**src/rtl/send_n_bytes.sv**
```systemverilog
// UART transmit framer: serialises a BYTE_NUM-byte word MSB-byte first as 11-bit frames
// (start, 8 data LSB first, parity, stop). Define SEND_N_BYTES_GAP_EN for a one-bit idle gap between bytes.
module send_n_bytes #(
  parameter int CLK_FREQ  = 50,
  parameter int BAUD_RATE = 9600,
  parameter int CHECK_SEL = 1,
  parameter int BYTE_NUM  = 4
) (
  input  logic                  clk_i,
  input  logic                  rst_i,
  input  logic                  tx_start_i,
  input  logic [8*BYTE_NUM-1:0] nbytes_data_i,
  output logic                  uart_txd_o,
  output logic                  tx_busy_o,
  output logic                  tx_nbytes_done_o
);

  localparam int BIT_CNT = CLK_FREQ * 1_000_000 / BAUD_RATE;
  localparam int CNT_W   = (BIT_CNT > 1) ? $clog2(BIT_CNT) : 1;
  localparam int DW      = 8 * BYTE_NUM;
  localparam logic [CNT_W-1:0] BAUD_END  = CNT_W'(BIT_CNT - 1);
  localparam logic [CNT_W-1:0] BAUD_ONE  = CNT_W'(1);
  localparam logic [3:0]       LAST_BYTE = 4'(BYTE_NUM - 1);

  typedef enum logic [2:0] {
    ST_IDLE,
    ST_START,
    ST_DATA,
    ST_PARITY,
    ST_STOP
`ifdef SEND_N_BYTES_GAP_EN
    , ST_GAP
`endif
  } state_e;

  function automatic logic parity_bit(input logic [7:0] b);
    return (CHECK_SEL != 0) ? ~^b : ^b;
  endfunction

  state_e           state_q, state_d;
  logic [CNT_W-1:0] baud_q, baud_d;
  logic [2:0]       bit_idx_q, bit_idx_d;
  logic [3:0]       byte_idx_q, byte_idx_d;
  logic [DW-1:0]    shift_q, shift_d;
  logic             txd_q, txd_d;
  logic             busy_q, busy_d;
  logic             done_q, done_d;
  logic             baud_end, accept, last_byte, next_byte;
  logic [7:0]       cur_byte_d;

  assign baud_end  = (baud_q == BAUD_END);
  assign accept    = (state_q == ST_IDLE) && tx_start_i;
  assign last_byte = (byte_idx_q == LAST_BYTE);
  // Only STOP (or GAP) can re-enter START, so this marks the move to the next byte.
  assign next_byte = (state_d == ST_START) && (state_q != ST_START) && (state_q != ST_IDLE);

  always_ff @(posedge clk_i) begin
    if (rst_i) state_q <= ST_IDLE;
    else       state_q <= state_d;
  end

  always_comb begin
    state_d = state_q;
    case (state_q)
      ST_IDLE:   if (tx_start_i) state_d = ST_START;
      ST_START:  if (baud_end) state_d = ST_DATA;
      ST_DATA:   if (baud_end && bit_idx_q == 3'd7) state_d = ST_PARITY;
      ST_PARITY: if (baud_end) state_d = ST_STOP;
      ST_STOP: begin
        if (baud_end) begin
          if (last_byte) state_d = ST_IDLE;
`ifdef SEND_N_BYTES_GAP_EN
          else           state_d = ST_GAP;
`else
          else           state_d = ST_START;
`endif
        end
      end
`ifdef SEND_N_BYTES_GAP_EN
      ST_GAP:    if (baud_end) state_d = ST_START;
`endif
      default:   state_d = ST_IDLE;
    endcase
  end

  always_comb begin
    baud_d     = (state_q == ST_IDLE || baud_end) ? '0 : baud_q + BAUD_ONE;
    bit_idx_d  = bit_idx_q;
    byte_idx_d = byte_idx_q;
    shift_d    = shift_q;
    if (accept) begin
      bit_idx_d  = 3'd0;
      byte_idx_d = 4'd0;
      shift_d    = nbytes_data_i;
    end else begin
      // bit index wraps 7 -> 0 on its own, ready for the next byte
      if (state_q == ST_DATA && baud_end) bit_idx_d = bit_idx_q + 3'd1;
      if (state_q == ST_STOP && baud_end && !last_byte) byte_idx_d = byte_idx_q + 4'd1;
      if (next_byte) shift_d = shift_q << 8;
    end
  end

  // Line level is computed from the next state so the output flop lines up with the state flop.
  always_comb begin
    cur_byte_d = shift_d[DW-1 -: 8];
    txd_d      = 1'b1;
    case (state_d)
      ST_START:  txd_d = 1'b0;
      ST_DATA:   txd_d = cur_byte_d[bit_idx_d];
      ST_PARITY: txd_d = parity_bit(cur_byte_d);
      default:   txd_d = 1'b1;
    endcase
    busy_d = (state_d != ST_IDLE);
    done_d = (state_q == ST_STOP) && baud_end && last_byte;
  end

  always_ff @(posedge clk_i) begin
    if (rst_i) begin
      baud_q     <= '0;
      bit_idx_q  <= 3'd0;
      byte_idx_q <= 4'd0;
      txd_q      <= 1'b1;
      busy_q     <= 1'b0;
      done_q     <= 1'b0;
    end else begin
      baud_q     <= baud_d;
      bit_idx_q  <= bit_idx_d;
      byte_idx_q <= byte_idx_d;
      txd_q      <= txd_d;
      busy_q     <= busy_d;
      done_q     <= done_d;
    end
  end

  // Payload register carries data only; it is reloaded on every acceptance.
  always_ff @(posedge clk_i) begin
    shift_q <= shift_d;
  end

  assign uart_txd_o       = txd_q;
  assign tx_busy_o        = busy_q;
  assign tx_nbytes_done_o = done_q;

endmodule

```
**config.mk**
```make
export PLATFORM = sky130hd
export DESIGN_NAME = send_n_bytes
export DESIGN_NICKNAME = d
export VERILOG_FILES = /design/src/rtl/send_n_bytes.sv
export SDC_FILE = /design/constraint.sdc
export NUM_CORES = 1
export LEC_CHECK = 0
export ABC_AREA = 0
export BUFFER_PORTS_ARGS = -buffer_cell sky130_fd_sc_hd__buf_4
export CORE_MARGIN = 2
export CORE_UTILIZATION = 42
export DETAILED_ROUTE_END_ITERATION = 8
export MAX_ROUTING_LAYER = met4
export PLACE_DENSITY_LB_ADDON = 0.08
export SYNTH_ARGS = -nofsm -noshare
export SYNTH_HDL_FRONTEND = slang
export SYNTH_SLANG_ARGS = --single-unit
```
**constraint.sdc**
```tcl
create_clock -name clk_i -period 2.4 [get_ports clk_i]
set_clock_uncertainty 0.2 [all_clocks]
set_input_delay 0.36 -clock clk_i [delete_from_list [all_inputs] [get_ports clk_i]]
set_output_delay 0.36 -clock clk_i [all_outputs]
set_load 0.05 [all_outputs]
```
==> results of run 1 <==
## metal layers
layer	track usage, %	vias to the layer above	share of wire (%)
li1	-	1148	-
met2	28.0	55	51
met1	22.2	1103	44
met3	4.47	9	4.4
met4	8.23	0	1.4
met5	-	-	0
## cell usage in the layout, fill, tap and decap left out, drive strengths merged, types with 2 or more instances in the layout
cell type / instances
a211oi: 3
a21oi: 16
a22o: 16
a31oi: 9
and2: 2
and3: 14
buf: 71
clkbuf: 11
clkinv: 3
clkinvlp: 2
dfxtp: 34
edfxtp: 24
ha: 4
inv: 3
mux2i: 2
nand2: 18
nand2b: 2
nand3: 17
nand4: 2
nor2: 30
nor2b: 2
nor3: 4
nor4: 3
o21ai: 16
or3: 6
xnor2: 10
xor2: 9
## cell type report
| type | count | area (µm²) |
|---|---|---|
| Clock inverter | 6 | 57.6 |
| Inverter | 3 | 11.3 |
| Clock buffer | 10 | 128 |
| Fill cell | 523 | 2520 |
| Sequential cell | 58 | 1410 |
| Timing Repair Buffer | 72 | 603 |
| Multi-Input combinational cell | 198 | 1520 |
| Tap cell | 77 | 96.3 |
## power groups by stage
stage,sequential [W],combinational (W),clock (W)
detailed placement,0.00113,0.000285,0
global route,0.00112,0.000346,0.000933
global placement,0.00113,0.000282,0
finish,0.00111,0.000322,0.000871
CTS,0.00111,0.000290,0.000882
floorplan,0.00113,0.000167,0
## worst max-delay path, delay by kind of cell, from the launching register on
| kind | cells | cell delay (ns) |
|---|---|---|
| AND/OR/NAND/NOR | 2 | 0.43 |
| buffers and inverters | 2 | 0.28 |
| adder cells (fa/ha/maj) | 1 | 0.13 |
| AO/OA/AOI/OAI | 3 | 0.38 |
| flip-flops | 1 | 0.35 |
| XOR/XNOR | 3 | 0.49 |
## sequential cells by signal (all words and copies together) (netlist names)
signal and flops:
baud_q 13, uart_txd_o 1, state_q 3, tx_nbytes_done_o 1
shift_q 32, bit_idx_q 3, tx_busy_o 1, byte_idx_q 4
## metrics by stage
stage | power [W] | cell area [µm²] | hold WS, ns | setup slack (ns)
finish | 0.00231 | 3820 | 0.0549 | 0.0288
CTS | 0.00228 | 3520 | 0.0394 | 0.00292
global route | 0.00240 | 3820 | 0.0430 | -0.0729
global placement | 0.00141 | 3310 | 0.275 | -0.0349
detailed placement | 0.00141 | 3310 | 0.279 | -0.0424
floorplan | 0.00130 | 2760 | 0.213 | 0.0610
## what timing repair did
| action | in CTS | in global routing |
|---|---|---|
| hold buffers | 0 | 0 |
| cloned | 0 | 3 |
| setup buffers | 0 | 5 |
| pin swaps | 1 | 18 |
| endpoints found under the setup margin | 1 | 2 |
| gates resized for setup | 6 | 54 |
## cells by family after synthesis
group           after synthesis
compound gates               66
xor+xnor                     19
fa+ha+maj                     4
buf+inv                      16
flops                        58
mux                           2
simple gates                105
## worst min-delay path by stage
stage | startpoint | endpoint | slack (ns) | depth (start not counted)
final | rst_i | bit_idx_q[0] | 0.05 | 2
after CTS | rst_i | bit_idx_q[0] | 0.04 | 2
after global placement | baud_q[12] | baud_q[12] | 0.27 | 2
after detailed placement | baud_q[12] | baud_q[12] | 0.28 | 2
after floorplan | baud_q[0] | baud_q[0] | 0.21 | 1
after global routing | rst_i | bit_idx_q[0] | 0.04 | 2
==> impl_metrics.tcl, run 1 <==
set metrics [dict create \
    yosys-top-cells-count "dfxtp_1 (34), nor2_1 (29), edfxtp_1 (24)" \
    cts_tree "built" \
    worstPathRequired_ns 2.42 \
    switching_share_pct 25.4 \
    peakVddDrop_mv 0.361 \
    synth_top_family_by_area "simple AND/OR/NAND/NOR gates" \
    power_frac_comb_pct 14.0 \
    yosysTopAreaCell "edfxtp_1" \
    synth_warnings 0 \
    synthXorXnorAreaFrac_pct 6.03 \
    p_int_w 0.00172 \
    grt_pass1_vias 2144 \
    root_buffer "clkbuf_8" \
    wl_per_cell_um 16.3 \
    synth-edff-count 24 \
    fmax_mhz 422 \
    p_leak_nw 1.43 \
    netlist_area_mm2 0.00276 \
    synth_most_common_cell "dfxtp_1" \
    synth_compound_area_share_pct 17.4 \
    ant_nets 0 \
    worstPathArrival_ns 2.39 \
    htreeDepth 3 \
    portBuffers 37 \
    clk_pin_slew_worst_paths_ns 0.07 \
    setup_tns_ns 0 \
    start_kind "flip-flop" \
    ys_ff_latch 58 \
    die_y_um 85.1 \
    cts_made_buffers 9 \
    drt-total-wl_mm 6.90 \
    fin_crit_sh_pct 98.8 \
    antenna_found_initial 0 \
    reg2regPathDepth 11 \
    clk_latency_ns 0.34 \
    fp.dieW_um 85.1 \
    syn_inst 270 \
    crit_fanout 9 \
    path_class "flip-flop to flip-flop" \
    synth_fa_ha_area_share_pct 1.81 \
    gp_congestion 0.849 \
    num_rows 29 \
    status "finished, final reports clean" \
    dr.first_iter.drc_count 75 \
    clock_sinks 58 \
    crit_start "baud_q[0]" \
    cp-end-kind "flip-flop" \
    slew_viol_final 0 \
    max_slew.worst_pin.slew_ns 0.437 \
    grt_util_all_layers_pct 18.0 \
    cap_violations 0 \
    layout.nets 381 \
    cpPeakStageDelay_ns 0.35 \
    layout_min_cycle_time_ns 2.37 \
    r2r_slack_ns 0.03 \
    hold_violations 0 \
    clockBufferDepth 2 \
    synthSimpleGateAreaFrac_pct 20.0 \
    ys_seq_area_share_pct 50.8 \
    antenna_cells 0 \
    drive_above_1_share_pct 38.6 \
    critPathCapture "uart_txd_o" \
    r2r-start "baud_q[0]" \
    rsz0062_at_grt "true" \
    syn-num-nets 309 \
    drc_errors 0 \
    core-area_mm2 0.00635 \
    first_pass_iters 5 \
    grt_max_degree 25 \
    die_area_mm2 0.00724 \
    path_cells "ha_4 -> and3_4 -> and4_4 -> buf_4 -> clkbuf_16 -> a31oi_2 -> a21oi_2 -> xnor2_1 -> xnor2_1 -> xnor2_1 -> o21ai_1" \
    dp_cells 400 \
    top_level_ports 38 \
    setup-violations-final 0 \
    ys.flop_type "dfxtp_1" \
    vias 2315 \
    crit_top_cell "xnor2_1" \
    power.density_mw_per_mm2 603 \
    dpl.hpwl_mm 4.20 \
    sequentialPowerShare_pct 48.3 \
    grt_pass1_wl_mm 9.89 \
    async_reset_ff_share_pct 0 \
    clockPowerShare_pct 37.7 \
    hold_path_class "input pin to flip-flop" \
    critPathSlowestCell "dfxtp_2" \
    overflow 0 \
    synth_cell_types 47 \
    yosysTopAreaCellShare_pct 26.1 \
    synth.avg_cell_area_um2 10.2 \
    vias_per_cell 5.46 \
    p_sw_w 0.000587 \
    final_cells 424 \
    worst_slew_margin_rel_pct 70.8 \
    synthMuxAreaShare_pct 0.725 \
    initial_utilization_pct 43.5 \
    fin_util_pct 60.2 \
    r2r_end "uart_txd_o" \
    synth_area_leaders "edfxtp_1 (26%), dfxtp_1 (25%), a22o_1 (5.1%)" \
    area_growth_pct 38.6 \
]
(Power assumes the default switching activity.)
==> run 2: changes to the inputs <==
--- a/config.mk
+++ b/config.mk
@@ -11,7 +11,6 @@
 export CORE_UTILIZATION = 42
 export DETAILED_ROUTE_END_ITERATION = 8
 export MAX_ROUTING_LAYER = met4
-export PLACE_DENSITY_LB_ADDON = 0.08
 export SYNTH_ARGS = -nofsm -noshare
 export SYNTH_HDL_FRONTEND = slang
 export SYNTH_SLANG_ARGS = --single-unit
==> run 2 against run 1 <==
Against the previous run: critical path depth decreased by 1; power rose by 0.65%; sequential power is essentially flat; combinational power shrank 8.1%; hold slack got worse by 0.016 ns; first-iteration DRC count increased by 2.7%; wire length is 11% lower; flip-flop and latch count did not move; utilization shrank 2.8 points; worst setup slack better by 0.036 ns.
==> impl_metrics.tcl, run 2 (synthesized netlist as in run 1, its figures left out) <==
set metrics [dict create \
    whs_ns 0.0391 \
    dp_cells 402 \
    grt_util_all_layers_pct 18.0 \
    setup_tns_ns 0 \
    top_level_ports 38 \
    setup_ws_ns 0.0648 \
    hold_violations 0 \
    vias_per_cell 5.38 \
    grt_pass1_wl_mm 10.0 \
    wl_per_cell_um 14.5 \
    r2r_slack_ns 0.06 \
    fin_util_pct 57.4 \
    worstPathArrival_ns 2.36 \
    max_slew.worst_pin.slew_ns 0.441 \
    final_common_cell "buf_4" \
    htreeDepth 3 \
    cts_tree "built" \
    vias 2277 \
    slew_viol_final 0 \
    hold_path_depth 2 \
    status "finished, final reports clean" \
    dpl.hpwl_mm 4.22 \
    clk_latency_ns 0.33 \
    p_leak_nw 1.42 \
    pre_cts_ws_ns -0.0565 \
    worst_slew_margin_rel_pct 70.6 \
    drt-total-wl_mm 6.13 \
    cpPeakStageDelay_ns 0.35 \
    drive_above_1_share_pct 35.8 \
    fin_crit_sh_pct 97.3 \
    die_y_um 85.1 \
    fp.dieW_um 85.1 \
    path_cells "ha_4 -> and3_4 -> and4_2 -> buf_4 -> a31oi_1 -> a21oi_2 -> xor2_1 -> xnor2_1 -> xnor2_1 -> o21ai_1" \
    dr.first_iter.drc_count 77 \
    num_rows 29 \
    grt_pass1_vias 2221 \
    layout_common_cells "buf_4 (69), dfxtp_1 (30), nor2_1 (29)" \
    worstPathRequired_ns 2.42 \
    drc_errors 0 \
    cp-end-kind "flip-flop" \
    ant_nets 0 \
    fmax_mhz 428 \
    regMostFlops "shift_q" \
    r2r_end "uart_txd_o" \
    final_cells 423 \
    min_from "rst_i" \
    gp_congestion 0.821 \
    setup-violations-final 0 \
    first_pass_iters 4 \
    clock_sinks 58 \
    antenna_cells 0 \
    crit_fanout 5 \
    layout.nets 380 \
    grt_max_degree 25 \
    power.density_mw_per_mm2 637 \
    portBuffers 37 \
    die_area_mm2 0.00724 \
    initial_utilization_pct 43.5 \
    regArea_mm2 0.00141 \
    overflow 0 \
    fillers 561 \
    root_buffer "clkbuf_8" \
    hold_path_class "input pin to flip-flop" \
    area_growth_pct 32.1 \
    cts_made_buffers 9 \
    largestRegisters "shift_q (32), baud_q (13), byte_idx_q (4)" \
    hold_end "bit_idx_q[0]" \
    largest_reg_flops 32 \
    layout_min_cycle_time_ns 2.34 \
    peakVddDrop_mv 0.420 \
    cap_violations 0 \
    antenna_found_initial 0 \
    r2r-start "baud_q[0]" \
    clk_pin_slew_worst_paths_ns 0.07 \
    reg2regPathDepth 10 \
    path_class "flip-flop to flip-flop" \
    rsz0062_at_grt "true" \
    crit_top_cell "xnor2_1" \
    core-area_mm2 0.00635 \
    critPathSlowestCell "dfxtp_2" \
    start_kind "flip-flop" \
    multi_input_area_mm2 0.00136 \
    clockBufferDepth 2 \
]
[run 2: cell count changes in the layout (fill, tap and decap cells not counted), moves of 2 or more]
cell and change:
clkinv_1 -2, o21ai_4 -4, buf_4 +3, a21oi_4 -2, a21oi_2 +2, a31oi_1 +3, a31oi_4 -3, o21ai_0 +3
o21ai_2 +2, clkinv_4 +2, inv_6 +2
[run 2: worst max path at each step]
| stage | slack [ns] | cells past startpoint | to | startpoint |
|---|---|---|---|---|
| after floorplan | 0.06 | 9 | uart_txd_o | baud_q[0] |
| after global placement | -0.06 | 9 | uart_txd_o | byte_idx_q[0] |
| after detailed placement | -0.06 | 9 | uart_txd_o | baud_q[7] |
| after CTS | 0.005 | 10 | uart_txd_o | baud_q[0] |
| after global routing | -0.09 | 9 | uart_txd_o | baud_q[0] |
| final | 0.06 | 10 | uart_txd_o | baud_q[0] |
[run 2: metrics by stage]
stage	instance area, µm²	power, W
2_1_floorplan	2760	0.00130
3_3_place_gp	3320	0.00140
3_5_place_dp	3320	0.00140
4_1_cts	3550	0.00233
5_1_grt	3650	0.00242
6_report	3650	0.00232
[run 2: cell type report]
class | instances | share of cell area (%)
clock buffers | 9 | 3.40
clock inverters | 7 | 2.13
inverters | 3 | 0.309
well taps | 77 | 2.64
multi-input cells | 197 | 37.4
repair buffers | 72 | 15.6
flip-flops and latches | 58 | 38.6
[run 2: power breakdown]
group | internal, W | switching, W
sequential | 0.00109 | 0.0000195
combinational | 0.000150 | 0.000147
clock | 0.000488 | 0.000430
[run 2: repair_timing]
action / in CTS / in global routing
setup buffers: 0 / 4
gates resized for setup: 11 / 18
gates cloned: 0 / 1
hold buffers: 0 / 0
endpoints found under the setup margin: 1 / 2
pin swaps: 1 / 13
[run 2: worst max-delay path: cells and delay by family (launching register included)]
| family | cells | cell delay [ns] |
|---|---|---|
| flops | 1 | 0.35 |
| fa+ha+maj | 1 | 0.14 |
| xor+xnor | 3 | 0.50 |
| compound gates | 3 | 0.40 |
| simple gates | 2 | 0.48 |
| buf+inv | 1 | 0.16 |
[run 2: metal layers]
metal  wire length (µm)  up-vias  track usage, %
li1                   -     1148               -
met1               2860     1066            22.8
met2               2920       54            27.4
met3                249        9            4.57
met4                 97        0            7.79
met5                  0        -               -
==> run 3: changes to the inputs <==
--- a/config.mk
+++ b/config.mk
@@ -9,6 +9,7 @@
 export BUFFER_PORTS_ARGS = -buffer_cell sky130_fd_sc_hd__buf_4
 export CORE_MARGIN = 2
 export CORE_UTILIZATION = 42
+export CTS_BUF_LIST = sky130_fd_sc_hd__clkbuf_8
 export DETAILED_ROUTE_END_ITERATION = 8
 export MAX_ROUTING_LAYER = met4
 export SYNTH_ARGS = -nofsm -noshare
==> constraint.sdc (replaced) <==
create_clock -name clk_i -period 2.4 [get_ports clk_i]
set_clock_uncertainty 0.2 [all_clocks]
set_input_delay 0.12 -clock clk_i [delete_from_list [all_inputs] [get_ports clk_i]]
set_output_delay 0.12 -clock clk_i [all_outputs]
set_load 0.05 [all_outputs]
==> run 3 against run 2 <==
Against the previous run: register-to-register slack hardly changed; utilization is 6.5 points higher; sequential power hardly changed; final area is 11% higher; count of clock-buffer cells in the layout stayed put; highest routed layer unchanged; combinational power is 20% higher; flip-flop and latch count stayed put; cell count is 9.7% higher.
==> impl_metrics.tcl, run 3 (synthesized netlist as in run 1, its figures left out) <==
set metrics [dict create \
    drc_errors 0 \
    grt_pass1_vias 2386 \
    cap_violations 0 \
    hold_violations 0 \
    setup_tns_ns 0 \
    fp.dieW_um 85.1 \
    path_cells "ha_1 -> or3b_4 -> buf_4 -> nand3_4 -> o21ai_2 -> a31oi_2 -> xor2_1 -> xnor2_1 -> xnor2_1 -> o21ai_1" \
    crit_fanout 5 \
    layout.nets 421 \
    antenna_cells 0 \
    dp_cells 402 \
    hold_path_class "input pin to flip-flop" \
    vias_per_cell 5.25 \
    status "finished, final reports clean" \
    cts_tree "built" \
    worst_slew_margin_rel_pct 70.4 \
    critPathSlowestCell "or3b_4" \
    die_y_um 85.1 \
    area_growth_pct 47.0 \
    regMostFlops "shift_q" \
    rsz0062_at_grt "true" \
    dr.first_iter.drc_count 77 \
    fin_util_pct 63.9 \
    grt_util_all_layers_pct 19.3 \
    clock_sinks 58 \
    vias 2435 \
    grt_pass1_wl_mm 10.7 \
    htreeDepth 3 \
    max_slew.worst_pin.slew_ns 0.444 \
    drt-total-wl_mm 6.64 \
    power.density_mw_per_mm2 587 \
    gp_congestion 0.821 \
    layout_common_cells "buf_4 (69), dlygate4sd3_1 (41), dfxtp_1 (30)" \
    worstPathRequired_ns 2.42 \
    clk_latency_ns 0.33 \
    dpl.hpwl_mm 4.22 \
    final_area_mm2 0.00406 \
    ant_nets 0 \
    reg2regPathDepth 10 \
    cpPeakStageDelay_ns 0.38 \
    path_class "flip-flop to flip-flop" \
    p_leak_nw 1.60 \
    initial_utilization_pct 43.5 \
    worstPathArrival_ns 2.36 \
    cp-end-kind "flip-flop" \
    layout_min_cycle_time_ns 2.34 \
    wl_per_cell_um 14.3 \
    final_cells 464 \
    root_buffer "clkbuf_8" \
    whs_ns 0.195 \
    top_level_ports 38 \
    first_pass_iters 4 \
    fin_crit_sh_pct 97.5 \
    peakVddDrop_mv 0.433 \
    core-area_mm2 0.00635 \
    num_rows 29 \
    crit_top_cell "xnor2_1" \
    start_kind "flip-flop" \
    portBuffers 37 \
    hold_path_depth 4 \
    largest_reg_flops 32 \
    antenna_found_initial 0 \
    overflow 0 \
    final_common_cell "buf_4" \
    largestRegisters "shift_q (32), baud_q (13), byte_idx_q (4)" \
    clk_pin_slew_worst_paths_ns 0.08 \
    drive_above_1_share_pct 32.0 \
    placedInstanceArea_mm2 0.00332 \
    grt_max_degree 25 \
    clockBufferDepth 2 \
    fmax_mhz 427 \
    cts_made_buffers 9 \
    slew_viol_final 0 \
    setup-violations-final 0 \
    die_area_mm2 0.00724 \
]
## run 3: area by class of cell
cell class	instances	area, µm²
fill	517	2290
sequential	58	1410
multi-input combinational	197	1360
timing repair buffer	113	980
clock buffer	9	124
tap	77	96.3
clock inverter	7	77.6
inverter	3	11.3
## run 3: final timing paths
check	start	endpoint	slack [ns]
max	byte_idx_q[0]	uart_txd_o	0.06
min	tx_start_i	shift_q[31]	0.19
max reg2reg	byte_idx_q[0]	uart_txd_o	0.06
min reg2reg	baud_q[12]	baud_q[12]	0.30
## run 3: worst max-delay path: cells and delay by family (launching register included)
family,cells,cell delay [ns]
xor gates and xnor gates,3,0.50
and+or+nand+nor,2,0.49
AOI/OAI and AO/OA,3,0.39
DFF,1,0.33
buffers and inverters,1,0.16
adders and majority gates,1,0.15
## run 3: repair_timing
item / in CTS / in global routing
endpoints found under the setup margin: 1 / 2
pin swaps: 1 / 13
gates cloned: 0 / 1
setup buffers: 0 / 4
hold buffers: 41 / 0
gates resized for setup: 11 / 18
hold endpoints to repair: 37 / 0
## run 3: where the power goes
part	total (W)	internal [W]	switching (W)
registers	0.00111	0.00109	0.0000198
logic	0.000354	0.000194	0.000159
clock network	0.000920	0.000488	0.000432
## run 3: through the flow
stage / setup slack (ns) / power (W)
after global routing: -0.0917 / 0.00248
final: 0.0606 / 0.00238
after detailed placement: -0.0565 / 0.00140
after CTS: 0.00529 / 0.00238
after global placement: -0.0630 / 0.00140
after floorplan: 0.0610 / 0.00130
## run 3: routing by layer
layer / wire length [µm] / global-route usage (%) / part of all wire [%] / up-vias
li1: - / - / - / 1226
met3: 217 / 3.89 / 3.3 / 8
met4: 74 / 8.08 / 1.1 / 0
met5: 0 / - / 0 / -
met2: 3270 / 31.0 / 49 / 55
met1: 3080 / 23.6 / 46 / 1146
